### src/rtl/tm1638_key_event_queue.sv
// Debounces the 8 TM1638 keys and queues press/release/auto-repeat events in a show-ahead FIFO.
// Latency: KEYS_DEB_o one cycle after the ms tick; head event visible 2..9 cycles after the tick.
// Backpressure: none upstream; a push into a full FIFO without a pop is dropped and sets OVF_o.
module tm1638_key_event_queue #(
    parameter int C_FCK        = 48_000_000,
    parameter int C_DEB_MS     = 20,
    parameter int C_RPT_DLY_MS = 500,
    parameter int C_RPT_MS     = 100,
    parameter int C_FIFO_DEPTH = 8
) (
    input  logic                            CK_i,
    input  logic                            XARST_i,
    input  logic [7:0]                      KEYS_i,
    input  logic                            CLR_i,
    input  logic                            POP_i,
    output logic                            EV_VALID_o,
    output logic [2:0]                      EV_KEY_o,
    output logic [1:0]                      EV_TYPE_o,
    output logic [7:0]                      KEYS_DEB_o,
    output logic [$clog2(C_FIFO_DEPTH):0]   COUNT_o,
    output logic                            FULL_o,
    output logic                            OVF_o
);
    localparam int TICK_N = C_FCK / 1000;
    localparam int PW     = $clog2(TICK_N);
    localparam int AW     = $clog2(C_FIFO_DEPTH);
    localparam logic [PW-1:0] TICK_LAST = PW'(TICK_N - 1);
    localparam logic [7:0]    DEB_LAST  = 8'(C_DEB_MS - 1);
    localparam logic [11:0]   DLY_LAST  = 12'(C_RPT_DLY_MS - 1);
    localparam logic [11:0]   RPT_LAST  = 12'(C_RPT_MS - 1);
    localparam logic [AW:0]   DEPTH     = C_FIFO_DEPTH[AW:0];

    typedef enum logic {S_IDLE, S_SCAN} state_t;

    state_t        state, state_nxt;
    logic [PW-1:0] pre_ctr;
    logic          tick;
    logic [7:0]    key_meta, key_sync;
    logic [7:0]    deb, deb_nxt;
    logic [7:0]    deb_ctr     [8];
    logic [7:0]    deb_ctr_nxt [8];
    logic [11:0]   rpt_ctr     [8];
    logic [11:0]   rpt_ctr_nxt [8];
    logic [7:0]    rpt_ph, rpt_ph_nxt;
    logic [7:0]    post;
    logic [1:0]    post_type   [8];
    logic [7:0]    pend;
    logic [1:0]    pend_type   [8];
    logic [2:0]    sel;
    logic          push_req;
    logic [7:0]    grant;
    logic [4:0]    mem [C_FIFO_DEPTH];
    logic [4:0]    head;
    logic [AW-1:0] wr_ptr, rd_ptr;
    logic [AW:0]   count;
    logic          ovf;
    logic          do_push, do_pop;

    assign tick = (pre_ctr == TICK_LAST);

    always_ff @(posedge CK_i or negedge XARST_i) begin
        if (!XARST_i) begin
            pre_ctr  <= '0;
            key_meta <= '0;
            key_sync <= '0;
        end else begin
            pre_ctr  <= tick ? '0 : pre_ctr + 1'b1;
            key_meta <= KEYS_i;
            key_sync <= key_meta;
        end
    end

    // rpt_ph: 0 = waiting for the initial delay, 1 = periodic repeat
    always_comb begin
        deb_nxt    = deb;
        rpt_ph_nxt = rpt_ph;
        post       = '0;
        for (int k = 0; k < 8; k++) begin
            deb_ctr_nxt[k] = deb_ctr[k];
            rpt_ctr_nxt[k] = rpt_ctr[k];
            post_type[k]   = 2'b00;
            if (tick) begin
                if (key_sync[k] == deb[k]) begin
                    deb_ctr_nxt[k] = '0;
                end else if (deb_ctr[k] == DEB_LAST) begin
                    deb_nxt[k]     = key_sync[k];
                    deb_ctr_nxt[k] = '0;
                    post[k]        = 1'b1;
                    post_type[k]   = key_sync[k] ? 2'b01 : 2'b10;
                end else begin
                    deb_ctr_nxt[k] = deb_ctr[k] + 8'd1;
                end
                if (post[k] || !deb[k]) begin
                    rpt_ctr_nxt[k] = '0;
                    rpt_ph_nxt[k]  = 1'b0;
                end else if (rpt_ctr[k] == (rpt_ph[k] ? RPT_LAST : DLY_LAST)) begin
                    rpt_ctr_nxt[k] = '0;
                    rpt_ph_nxt[k]  = 1'b1;
                    post[k]        = 1'b1;
                    post_type[k]   = 2'b11;
                end else begin
                    rpt_ctr_nxt[k] = rpt_ctr[k] + 12'd1;
                end
            end
            if (CLR_i) begin
                rpt_ctr_nxt[k] = '0;
                rpt_ph_nxt[k]  = 1'b0;
                post[k]        = 1'b0;
            end
        end
    end

    always_comb begin
        sel = 3'd0;
        for (int k = 7; k >= 0; k--) begin
            if (pend[k]) sel = 3'(k);
        end
    end

    assign push_req = (state == S_SCAN) && (pend != 8'h00);
    assign grant    = push_req ? (8'h01 << sel) : 8'h00;

    always_comb begin
        state_nxt = state;
        case (state)
            S_IDLE:  if (pend != 8'h00) state_nxt = S_SCAN;
            S_SCAN:  if (pend == 8'h00) state_nxt = S_IDLE;
            default: state_nxt = S_IDLE;
        endcase
        if (CLR_i) state_nxt = S_IDLE;
    end

    always_ff @(posedge CK_i or negedge XARST_i) begin
        if (!XARST_i) begin
            state  <= S_IDLE;
            deb    <= '0;
            rpt_ph <= '0;
            pend   <= '0;
            for (int k = 0; k < 8; k++) begin
                deb_ctr[k]   <= '0;
                rpt_ctr[k]   <= '0;
                pend_type[k] <= '0;
            end
        end else begin
            state  <= state_nxt;
            deb    <= deb_nxt;
            rpt_ph <= rpt_ph_nxt;
            pend   <= CLR_i ? 8'h00 : ((pend & ~grant) | post);
            for (int k = 0; k < 8; k++) begin
                deb_ctr[k] <= deb_ctr_nxt[k];
                rpt_ctr[k] <= rpt_ctr_nxt[k];
                if (post[k]) pend_type[k] <= post_type[k];
            end
        end
    end

    // A simultaneous pop frees the slot, so a push into a full FIFO is kept
    assign do_pop  = POP_i && (count != '0) && !CLR_i;
    assign do_push = push_req && !CLR_i && ((count != DEPTH) || do_pop);

    always_ff @(posedge CK_i or negedge XARST_i) begin
        if (!XARST_i) begin
            wr_ptr <= '0;
            rd_ptr <= '0;
            count  <= '0;
            ovf    <= 1'b0;
            for (int i = 0; i < C_FIFO_DEPTH; i++) mem[i] <= '0;
        end else if (CLR_i) begin
            wr_ptr <= '0;
            rd_ptr <= '0;
            count  <= '0;
            ovf    <= 1'b0;
        end else begin
            if (do_push) begin
                mem[wr_ptr] <= {sel, pend_type[sel]};
                wr_ptr      <= wr_ptr + 1'b1;
            end
            if (do_pop) rd_ptr <= rd_ptr + 1'b1;
            if (push_req && !do_push) ovf <= 1'b1;
            count <= count + {{AW{1'b0}}, do_push} - {{AW{1'b0}}, do_pop};
        end
    end

    assign head       = mem[rd_ptr];
    assign EV_VALID_o = (count != '0);
    assign EV_KEY_o   = EV_VALID_o ? head[4:2] : 3'd0;
    assign EV_TYPE_o  = EV_VALID_o ? head[1:0] : 2'd0;
    assign KEYS_DEB_o = deb;
    assign COUNT_o    = count;
    assign FULL_o     = (count == DEPTH);
    assign OVF_o      = ovf;

endmodule

### config.mk
export PLATFORM = sky130hd
export DESIGN_NAME = tm1638_key_event_queue
export DESIGN_NICKNAME = d
export VERILOG_FILES = /design/src/rtl/tm1638_key_event_queue.sv
export SDC_FILE = /design/constraint.sdc
export NUM_CORES = 1
export LEC_CHECK = 0
export CAP_MARGIN = 20
export CELL_PAD_IN_SITES_DETAIL_PLACEMENT = 1
export CELL_PAD_IN_SITES_GLOBAL_PLACEMENT = 1
export CORE_UTILIZATION = 27
export CTS_BUF_LIST = sky130_fd_sc_hd__clkbuf_4 sky130_fd_sc_hd__clkbuf_8
export CTS_CLUSTER_DIAMETER = 200
export CTS_CLUSTER_SIZE = 30
export DETAILED_ROUTE_END_ITERATION = 7
export DONT_BUFFER_PORTS = 1
export HOLD_SLACK_MARGIN = 0.06
export PLACE_DENSITY_LB_ADDON = 0.1
export SYNTH_ARGS = -nofsm -noshare
export SYNTH_HDL_FRONTEND = slang
export SYNTH_SLANG_ARGS = --single-unit
### constraint.sdc
create_clock -name CK_i -period 6.2 [get_ports CK_i]
set_input_delay 0.62 -clock CK_i [delete_from_list [all_inputs] [get_ports CK_i]]
set_output_delay 0.62 -clock CK_i [all_outputs]
set_load 0.005 [all_outputs]
### Word level (Yosys, flattened, before mapping)

Cells that the tools add are included.

| operators by class | value |
|---|---|
| add/subtract/negate cells | 21 |
| multipliers | 0 |
| div/mod/pow operators | 0 |
| order comparisons | 4 |
| equal/unequal tests | 27 |
| shifts and indexed selects | 1 |
| muxes and demuxes | 225 |
| bitwise gates (word level) | 16 |
| reductions and logical operators | 58 |

Operator list:

| operator | count |
|---|---|
| two-way mux 12 bit | 32 |
| two-way mux 8 bit | 18 |
| two-way mux 2 bit | 51 |
| adder 12 x 1 -> 12 bit, second input constant | 8 |
| == test 12 x 9 -> 1 bit | 8 |
| two-way mux 1 bit | 93 |
| two-way mux 9 bit | 8 |
| adder 8 x 1 -> 8 bit, second input constant | 8 |
| == test 8 x 5 -> 1 bit, second input constant | 8 |
| bitwise mux 40 bit | 1 |
| two-way mux 3 bit | 13 |
| AND reduction 3 bit | 8 |
| nonzero test 3 bit | 8 |
| AND reduction 2 bit | 9 |
| adder 16 x 1 -> 16 bit, second input constant | 1 |
| == test 16 bit, second input constant | 1 |
| two-way mux 16 bit | 1 |
| binary-select mux 5 bit (select 3 bit) | 1 |
| demux 5 bit (select 3 bit) | 1 |
| two-way mux 5 bit | 3 |
| greater-or-equal comparator 4 bit, second input constant | 3 |
| NOT 3 -> 4 bit | 3 |
| zero test 1 bit | 10 |
| NOT 1 bit | 10 |
| other kinds (20) | 45 |

| storage, ports and cells | value |
|---|---|
| bits in registers | 284 |
| bits in latches | 0 |
| bits in writable memories | 0 |
| bits in read-only memories | 0 |
| bits of input ports | 12 |
| output and inout port bits | 20 |
| logic and storage cells | 409 |
| memories | 0 |

### Logic depth before layout (Yosys ltp)

Gate-level depths: netlist of the first run.

| depth | value |
|---|---|
| depth after elaboration | 14 |
| depth in mapped cells | 14 |
| depth with buffers taken out | 13 |

### Worst setup path before layout of the first run

OpenSTA, ideal clock, no wires.

| timing | value |
|---|---|
| kind | input to register |
| start | input CLR_i |
| end | register count[2], in the netlist COUNT_o[2] |
| setup time | 0.132 ns |
| arrival time | 3.163 ns |
| required time | 6.068 ns |
| path slack | 2.905 ns |
| cell stages on the path | 12 |
| buffers on the path | 5 |
| path through | clkbuf_1 clkbuf_1 clkbuf_1 buf_1 buf_1 nor2_1 ha_1 inv_1 ha_1 fa_1 xnor2_1 nor2_1 |

| on the way | value |
|---|---|
| cells in the longest elaborated chain, start to end | 7 |
| elaborated cells on any way between the ends | 8 |
| those cells by class | add/sub (2); mux (1); reduce/logical (5) |

Ends and longest elaborated chain:

| element | RTL line | RTL |
|---|---|---|
| start: declaration | 14 | `input logic CLR_i,` |
| zero test 1 bit | 158, 159 |  |
| logical AND 1 bit | 158 | `assign do_pop = POP_i && (count != '0) && !CLR_i;` |
| logical OR 1 bit | 159 | `assign do_push = push_req && !CLR_i && ((count != DEPTH) \|\| do_pop);` |
| logical AND 1 bit | 159 |  |
| adder 4 x 1 -> 4 bit | 180 | `count <= count + {{AW{1'b0}}, do_push} - {{AW{1'b0}}, do_pop};` |
| subtractor 4 x 1 -> 4 bit | 180 |  |
| two-way mux 4 bit (*) | 168 | `end else if (CLR_i) begin` |
| end signal: assignment | 180 |  |
| end: declaration | 55 | `logic [AW:0] count;` |

Mark *: on every way between the ends. The rest lies on a longest branch, timed or not.
A chain may end at the register's enable or synchronous reset.

### Worst setup path after layout of the first run

| timing | value |
|---|---|
| start | register pre_ctr[0] |
| end | register pend_type[14] (netlist bit) |

| on the way | value |
|---|---|
| cells in the longest elaborated chain, start to end | 3 |
| elaborated cells on any way between the ends | 4 |
| those cells by class | eq/ne (1); mux (3) |

Ends and longest elaborated chain:

| element | RTL line | RTL |
|---|---|---|
| start: declaration | 36 | `logic [PW-1:0] pre_ctr;` |
| start signal: assignment | 67 | `pre_ctr <= tick ? '0 : pre_ctr + 1'b1;` |
| == test 16 bit (*) | 59 | `assign tick = (pre_ctr == TICK_LAST);` |
| two-way mux 1 bit | 82 | `if (tick) begin` |
| two-way mux 1 bit | 105 | `if (CLR_i) begin` |
| end signal: indexed assignment | 152 | `if (post[k]) pend_type[k] <= post_type[k];` |
| end: declaration | 48 | `logic [1:0] pend_type [8];` |

Marked as above.

==> impl_metrics.tcl, run 1 <==
set metrics [dict create \
    final_cells 2344 \
    max-slew-margin-rel_pct 31.8 \
    maxCapViolations 0 \
    syn_nets 1682 \
    start_util_pct 27.4 \
    start_kind "flop" \
    final.period_utilization_pct 49.4 \
    final.min_clock_period_ns 3.07 \
    cts_tree "done" \
    multi_input_area_um2 7890 \
    core_um2 56600 \
    post_cts_buffers 0 \
    clk_path_buf_depth 3 \
    leakagePower_nw 6.47 \
    cts_resized 0 \
    ys_async_sr_fraction_pct 100 \
    netlist_area_um2 15500 \
    synth.top_cells.by_area "dfrtp_1 (46%), o21ai_0 (5.7%), nand2_1 (4.3%), o31ai_1 (3.0%), nand3_1 (2.9%)" \
    path_class "reg -> reg" \
    ys.flop_type "dfrtp_1" \
    numPortBuffers 0 \
    synth_top_area_cell "dfrtp_1" \
    antenna_found_initial 1 \
    h-tree-depth 1 \
    drc_errors 0 \
    cts_sinks 284 \
    cts-buffers-inserted 13 \
    area_growth_pct 6.23 \
    die_area_um2 58400 \
    fin_worst_skew_ns 0.0768 \
    grt_overflow_total 0 \
    avgSynthCellArea_um2 9.43 \
    cts-hold-fix-buffers 9 \
    grt_pass1_wl_um 73700 \
    yosys_warnings 0 \
    die_height_um 242 \
    routedWlPerCell_um 18.7 \
    ant_nets 0 \
    gp_congestion 0.746 \
    maxSlewViolCount 0 \
    dr.pass1.iters 5 \
    synth-edff-count 0 \
    hold_class "in -> async" \
    dr.first_iter.drc_count 633 \
    clkTransAtPathRegs_ns 0.19 \
    vias 12300 \
    preCtsSetupSlack_ns 3.12 \
    regArea_um2 7110 \
    grt_max_degree 285 \
    fill_cells 6499 \
    routed_wl_um 43900 \
    setup-tns-final_ns 0 \
    cts_root_buf "clkbuf_8" \
    violations "hold timing" \
    clock_latency_ns 0.62 \
    fmax_ghz 0.326 \
    whs_ns -0.309 \
    setup_slack_ns 3.13 \
    grt_usage_pct 15.2 \
    finalSetupViolCount 0 \
    place_inst 2319 \
    grt_pass1_vias 13200 \
    cp-end-kind "flop" \
    worst_pin_slew_ns 1.02 \
    rsz0062_at_grt "no" \
    ios 32 \
    pwr_density_cell_nw_per_um2 178 \
    die_x_um 242 \
    drive_above_1_share_pct 8.07 \
    outcome "finished with violations" \
    ys_ff_latch 284 \
    worst_ep_required_time_ns 6.70 \
    hpwlAfterDp_um 29000 \
    yosysTopAreaCellShare_pct 45.8 \
    placementRows 87 \
    nets 1625 \
    vias_per_cell 5.26 \
    yosysSeqAreaShare_pct 45.8 \
    syn_inst 1644 \
    yosysUniqueCellTypes 90 \
    r2r_setup_slack_ns 3.13 \
    hold_violations 284 \
    cp_data_arrival_time_ns 3.57 \
    worstPathMaxFanout 47 \
    vdd_ir_drop_max_uv 117 \
]
[cells by family (layout without fill, tap and decap cells)]
logic type               after synthesis  after routing  synth area share [%]
AO/OA/AOI/OAI                        454            454                  19.8
XOR/XNOR                              47             47                  2.65
adder cells (fa/ha/maj)               26             26                  2.15
buffers and inverters                132             74                  3.46
flip-flops                           284            284                  45.8
multiplexers                          44             44                  3.83
other                                  0              2                     0
AND/OR/NAND/NOR                      657            657                  22.3
[routing by layer]
layer	track usage, %	share of wire (%)	up-vias
li1	-	-	5914
met1	20.8	49	6308
met2	26.0	48	84
met3	1.75	2.0	24
met4	2.74	1.4	0
met5	0	0	-
[worst max-delay path: stages, from the launching register on]
cell	delay [ns]
dfrtp_1	0.43
ha_1	0.31
nand4_1	0.21
or4_4	0.76
nor2_2	0.88
a31oi_1	0.18
o22a_1	0.23
[power breakdown]
group / switching [mW] / total [mW] / internal, mW
combinational: 0.105 / 0.183 / 0.0777
clock: 0.626 / 0.828 / 0.201
sequential: 0.0461 / 1.92 / 1.87
total: 0.777 / 2.93 / 2.15
[metrics by stage]
step           hold slack, ns  utilization [%]  cell area (µm²)  power (mW)
3_3_place_gp            0.333             28.6            16200        2.13
2_1_floorplan           0.324                -            15500        2.08
5_1_grt                -0.366             29.1            16500        3.08
3_5_place_dp            0.338             28.6            16200        2.13
4_1_cts                -0.379             29.1            16500        3.02
6_report               -0.309             29.1            16500        2.93
[registers in the layout, summed over array words and instances, names as in the netlist]
| register | flops |
|---|---|
| pre_ctr | 16 |
| rpt_ph | 8 |
| deb_ctr | 64 |
| state | 1 |
| COUNT_o | 4 |
| mem | 40 |
| KEYS_DEB_o | 8 |
| key_sync | 8 |
| wr_ptr | 3 |
| pend | 8 |
| rpt_ctr | 96 |
| pend_type | 16 |
| key_meta | 8 |
| rd_ptr | 3 |
| OVF_o | 1 |
[cell usage after synthesis (12+ instances only)]
library cell / number
a31oi_1: 15
o21ai_0: 178
nand2b_1: 19
a21oi_1: 71
nand3_1: 89
xor2_1: 36
dfrtp_1: 284
inv_1: 38
nand4_1: 18
ha_1: 25
nand2_1: 178
nor2b_1: 12
mux2_2: 23
o31ai_1: 61
nor3_1: 56
buf_2: 19
and3_1: 42
or4_1: 18
nor4_1: 13
or2_2: 15
nor2_1: 105
clkbuf_1: 63
[path summary, 6_finish.rpt]
path | from | to | cells past startpoint
max in group asynchronous | XARST_i | pre_ctr[8] | 0
hold / removal | XARST_i | rpt_ctr[16] | 0
setup reg to reg | pre_ctr[0] | pend_type[14] | 6
setup / recovery | pre_ctr[0] | pend_type[14] | 6
min in group CK_i | POP_i | rd_ptr[1] | 2
hold reg to reg | key_meta[3] | key_sync[3] | 0
[final cells by class]
type,count,area share [%]
clock buffers,13,1.09
well taps,756,5.74
multi-input cells,1228,47.9
repair buffers,21,1.14
flip-flops and latches,284,43.1
clock inverters,1,0.0987
diodes,2,0.0304
inverters,39,0.889
[layout by cell type, fill, tap and decap left out, types with 12 or more instances in the layout]
cell type    n
a21oi_1     71
mux2_2      23
o31ai_1     61
nor2b_1     12
or4_1       18
a31oi_1     15
dfrtp_1    284
xor2_1      36
nor4_1      13
nand4_1     18
ha_1        25
o21ai_0    178
or2_2       15
nor3_1      56
nor2_1     103
and3_1      42
nand2_1    178
clkbuf_8    13
inv_1       38
nand3_1     89
nand2b_1    19
(Power assumes the default switching activity.)
==> run 2: changes to the inputs <==
==> constraint.sdc (replaced) <==
create_clock -name CK_i -period 2.9 [get_ports CK_i]
set_input_delay 0.29 -clock CK_i [delete_from_list [all_inputs] [get_ports CK_i]]
set_output_delay 0.29 -clock CK_i [all_outputs]
set_load 0.005 [all_outputs]
==> run 2 against run 1 <==
  * The flow still finishes with violations (hold timing)
  * Clock-buffer cell count stayed put
  * First-iteration DRC count is 16% lower
  * Die area stayed put
  * Non-clock buffer count is 44 higher
  * Largest cell class unchanged
  * Highest routed layer unchanged
  * Sequential power is 110% higher
  * Cell area is 2.3% higher
  * Clock skew is 0.027 ns lower
  * Hold slack worse by 0.34 ns
  * Register-to-register slack worse by 3.0 ns
==> impl_metrics.tcl, run 2 (synthesis results as in run 1) <==
set metrics [dict create \
    die_height_um 242 \
    topRoutingLayerUsed "met4" \
    maxCapViolations 0 \
    maxSlewViolCount 0 \
    placementRows 87 \
    post_cts_buffers 0 \
    leakagePower_nw 6.70 \
    pwr-share-comb_pct 7.8 \
    clk_path_buf_depth 3 \
    antenna_found_initial 1 \
    worst_ep_required_time_ns 3.39 \
    drc_errors 0 \
    vdd_ir_drop_max_uv 295 \
    final_cell_mix "dfrtp_1 (284), nand2_1 (178), o21ai_0 (178)" \
    cts_root_buf "clkbuf_8" \
    cp_common_cell "ha_1" \
    routedWlPerCell_um 18.9 \
    post_dp_cell_area_um2 16500 \
    layout_commonest_cell "dfrtp_1" \
    grt_max_degree 285 \
    whs_ns -0.653 \
    clkTransAtPathRegs_ns 0.21 \
    ios 32 \
    hpwlAfterDp_um 30300 \
    grt_usage_pct 15.6 \
    h-tree-depth 1 \
    die_x_um 242 \
    vias 12500 \
    start_util_pct 27.4 \
    reg_top3 "rpt_ctr: 96 flops, deb_ctr: 64 flops, mem: 40 flops" \
    met2_length_um 21500 \
    cp_data_arrival_time_ns 3.22 \
    cts_tree "done" \
    clock_latency_ns 0.60 \
    pwr_density_cell_nw_per_um2 375 \
    worst_pin_slew_ns 0.920 \
    routed_wl_um 45000 \
    ant_nets 0 \
    cts-hold-fix-buffers 11 \
    crit_buf_inv 1 \
    pwr-share-clk_pct 27.9 \
    violations "hold timing" \
    cp_slowest_cell "or4_1" \
    fmax_ghz 0.367 \
    final.min_clock_period_ns 2.73 \
    path_class "reg -> reg" \
    m1WireLength_um 22100 \
    grt_pass1_vias 13300 \
    start_kind "flop" \
    finalSetupViolCount 0 \
    grt_overflow_total 0 \
    core_um2 56600 \
    nets 1669 \
    dr.first_iter.drc_count 531 \
    outcome "finished with violations" \
    cp-end-kind "flop" \
    power_switching_mw 1.68 \
    die_area_um2 58400 \
    hold_class "in -> async" \
    fill_cells 6542 \
    cpPeakStageDelay_ns 0.60 \
    internal_power_mw 4.64 \
    final.period_utilization_pct 94.1 \
    hold_violations 284 \
    rsz0062_at_grt "no" \
    area_growth_pct 8.68 \
    swShare_pct 26.6 \
    pwr-share-seq_pct 64.3 \
    dr.pass1.iters 4 \
    drive_above_1_share_pct 10.4 \
    largest_reg_flops 96 \
    dr_wl_met3_um 864 \
    vias_per_cell 5.25 \
    cts_sinks 284 \
    cts-buffers-inserted 13 \
    worstPathMaxFanout 4 \
    regMostFlops "rpt_ctr" \
    max-slew-margin-rel_pct 38.6 \
    cp_cell_sequence "or4_1, o41ai_4, or3_1, ha_1, inv_1, ha_1, a21o_1, a21oi_1, xnor2_1, nor2_1" \
    grt_pass1_wl_um 75500 \
    numPortBuffers 0 \
    setup-tns-final_ns 0 \
    fin_worst_skew_ns 0.0494 \
    crit_family "simple AND/OR/NAND/NOR gates" \
    postLayoutCellArea_um2 16900 \
    gp_congestion 0.753 \
]
## run 2: what timing repair did
action                                  CTS  global route
endpoints found under the setup margin    0             3
resized for setup                         0             0
endpoints found under the hold margin   351           284
## run 2: path summary, 6_finish.rpt
| kind | slack (ns) | end | from | depth (start not counted) |
|---|---|---|---|---|
| worst max-delay path | 0.17 | COUNT_o[3] | pend[6] | 10 |
| worst min-delay path | -0.65 | rpt_ctr[17] | XARST_i | 0 |
| worst max register to register | 0.17 | COUNT_o[3] | pend[6] | 10 |
| worst min register to register | 0.37 | key_sync[1] | key_meta[1] | 0 |
| max in group asynchronous | 2.96 | pre_ctr[5] | XARST_i | 0 |
| min in group CK_i | 0.12 | mem[30] | CLR_i | 4 |
## run 2: cell type report
class / count / area [µm²] / area share (%)
multi-input combinational: 1228 / 7890 / 46.8
sequential: 284 / 7110 / 42.2
tap: 756 / 946 / 5.61
timing repair buffer: 65 / 571 / 3.39
clock buffer: 13 / 179 / 1.06
inverter: 39 / 146 / 0.869
clock inverter: 1 / 16.3 / 0.0965
antenna: 1 / 2.50 / 0.0148
## run 2: power by group through the flow
stage / combinational (mW) / sequential (mW) / clock (mW)
finish: 0.491 / 4.06 / 1.76
global route: 0.553 / 4.07 / 2.02
CTS: 0.503 / 4.07 / 1.92
detailed placement: 0.466 / 4.14 / 0
global placement: 0.465 / 4.14 / 0
floorplan: 0.348 / 4.11 / 0
## run 2: layer usage
metal,vias up,global-route usage (%)
met3,25,1.62
met5,-,0
met4,0,2.45
li1,6007,-
met1,6420,21.6
met2,76,26.4
## run 2: stage by stage
| step | power (mW) | setup slack, ns | utilization [%] | hold WS (ns) | std cells |
|---|---|---|---|---|---|
| 2_1_floorplan | 4.46 | 0.0434 | - | -0.00559 | 1644 |
| 3_5_place_dp | 4.60 | 0.153 | 29.2 | 0.00789 | 2361 |
| 4_1_cts | 6.49 | 0.107 | 29.8 | -0.701 | 2386 |
| 5_1_grt | 6.65 | 0.0227 | 29.8 | -0.718 | 2387 |
| 6_report | 6.32 | 0.172 | 29.8 | -0.653 | 2387 |
| 3_3_place_gp | 4.60 | 0.178 | 29.2 | 0.00578 | 2361 |
==> run 3: changes to the inputs <==
==> constraint.sdc (replaced) <==
create_clock -name CK_i -period 2.29 [get_ports CK_i]
set_input_delay 0.229 -clock CK_i [delete_from_list [all_inputs] [get_ports CK_i]]
set_output_delay 0.229 -clock CK_i [all_outputs]
set_load 0.005 [all_outputs]
==> run 3 against run 2 <==
  * The run ends with hold timing, setup timing left
  * Combinational power increased by 84%
  * First-iteration DRC count decreased by 16%
  * Global-route usage increased by 0.29 points
  * Largest cell class unchanged
  * Highest routed layer unchanged
==> impl_metrics.tcl, run 3 (synthesis results as in run 1) <==
set metrics [dict create \
    max-slew-margin-rel_pct 37.6 \
    pwr-share-comb_pct 10.9 \
    leakagePower_nw 7.63 \
    grt_overflow_total 0 \
    pwr_density_cell_nw_per_um2 447 \
    dr.first_iter.drc_count 444 \
    final.period_utilization_pct 113 \
    routed_wl_um 45800 \
    worst_pin_slew_ns 0.936 \
    drc_errors 0 \
    maxCapViolations 0 \
    vias 13100 \
    clkTransAtPathRegs_ns 0.19 \
    setup-tns-final_ns -0.750 \
    pwr-share-clk_pct 27.1 \
    maxSlewViolCount 0 \
    cp_cell_sequence "or4_4, o41ai_4, or3_4, ha_4, inv_2, ha_4, fa_2, nor2b_4" \
    dr.pass1.iters 4 \
    swShare_pct 26.6 \
    finalSetupViolCount 3 \
    cts_tree "done" \
    die_height_um 242 \
    reg_top3 "rpt_ctr: 96 flops, deb_ctr: 64 flops, mem: 40 flops" \
    grt_max_degree 285 \
    placementRows 87 \
    die_area_um2 58400 \
    crit_start "pend[6]" \
    grt_pass1_vias 13900 \
    numPortBuffers 0 \
    internal_power_mw 6.09 \
    area_growth_pct 19.7 \
    fmax_ghz 0.385 \
    path_class "reg -> reg" \
    worstPathMaxFanout 2 \
    whs_ns -0.696 \
    power_switching_mw 2.21 \
    antenna_found_initial 1 \
    final.min_clock_period_ns 2.59 \
    hpwlAfterDp_um 31700 \
    finalPower_mw 8.30 \
    cts-buffers-inserted 13 \
    outcome "finished with violations" \
    rsz0062_at_grt "yes" \
    h-tree-depth 1 \
    largest_reg_flops 96 \
    clk_path_buf_depth 3 \
    violations "hold timing, setup timing" \
    pwr-share-seq_pct 62.0 \
    grt_pass1_wl_um 77100 \
    hold_violations 323 \
    fin_worst_skew_ns 0.0503 \
    worst_ep_required_time_ns 2.77 \
    clock_latency_ns 0.61 \
    core_um2 56600 \
    cts_sinks 284 \
    grt_usage_pct 15.9 \
    ios 32 \
    reg2reg_from "pend[6]" \
    vias_per_cell 5.14 \
    cp_common_cell "ha_4" \
    hold_class "in -> async" \
    ant_nets 0 \
    die_x_um 242 \
    start_kind "flop" \
    cp-end-kind "flop" \
    cp_slowest_cell "or4_4" \
    routedWlPerCell_um 18.0 \
    cp_data_arrival_time_ns 3.07 \
    setup_slack_ns -0.305 \
    cpPeakStageDelay_ns 0.56 \
    nets 1820 \
    regMostFlops "rpt_ctr" \
    rr_worst_depth 8 \
    start_util_pct 27.4 \
    drive_above_1_share_pct 20.8 \
    post-route-util_pct 32.8 \
    layout_commonest_cell "dfrtp_1" \
    cts-hold-fix-buffers 15 \
    cts_root_buf "clkbuf_8" \
    final_cell_mix "dfrtp_1 (281), buf_4 (173), nand2_1 (172)" \
    vdd_ir_drop_max_uv 295 \
    gp_congestion 0.756 \
]
## run 3: cell types whose count changed in the layout (fill, tap and decap cells not counted), sizes merged
cell | previous run | this run
buf | 55 | 200
clkinv | 1 | 2
clkbuf | 13 | 14
inv | 39 | 38
dlygate4sd3 | 10 | 14
clkdlybuf4s15 | 0 | 1
clkinvlp | 0 | 1
## run 3: what timing repair did
item / 4_1_cts / 5_1_grt
pin swaps: 13 / 18
buffers inserted: 3 / 14
gates cloned: 0 / 2
endpoints found under the hold margin: 373 / 349
gates resized for setup: 32 / 74
setup endpoints to repair: 74 / 94
## run 3: layer usage
layer	routed length, µm	track usage [%]
met5	0	0
met4	642	3.02
met2	21700	27.2
met1	22300	21.6
met3	1070	1.74
## run 3: power groups by stage
stage	combinational [mW]	clock, mW	sequential [mW]
3_3_place_gp	0.740	0	5.22
3_5_place_dp	0.744	0	5.22
4_1_cts	0.817	2.46	5.14
6_report	0.902	2.25	5.15
5_1_grt	0.991	2.59	5.16
2_1_floorplan	0.475	0	5.20
## run 3: worst max-delay path: cells and delay by family (launching register included)
family	cells	cell delay, ns
adder cells (fa/ha/maj)	3	0.78
AND/OR/NAND/NOR	3	0.91
buffers and inverters	1	0.06
AO/OA/AOI/OAI	1	0.33
flip-flops	1	0.42
## run 3: final timing paths
path,endpoint,slack [ns]
min,mem[1],-0.70
max reg2reg,COUNT_o[1],-0.30
min reg2reg,key_sync[6],0.37
max in group asynchronous,pre_ctr[10],2.21
max,COUNT_o[1],-0.30
min in group CK_i,OVF_o,-0.32
## run 3: per-stage QoR
stage               cells  hold WS (ns)  setup slack, ns  instance area (µm²)
finish               2539        -0.696           -0.305                18600
detailed placement   2491       -0.0497           -0.322                17600
floorplan            1644       -0.0666           -0.267                15600
global placement     2491       -0.0552           -0.313                17600
CTS                  2524        -0.756           -0.341                18100
global route         2539        -0.781           -0.435                18600
## run 3: final cells by class
cell class	count	area (µm²)
clock inverters	2	23.8
repair buffers	216	1900
flip-flops and latches	284	7110
multi-input cells	1228	8250
diodes	1	2.50
inverters	39	146
clock buffers	13	179
fillers	6511	38000
well taps	756	946
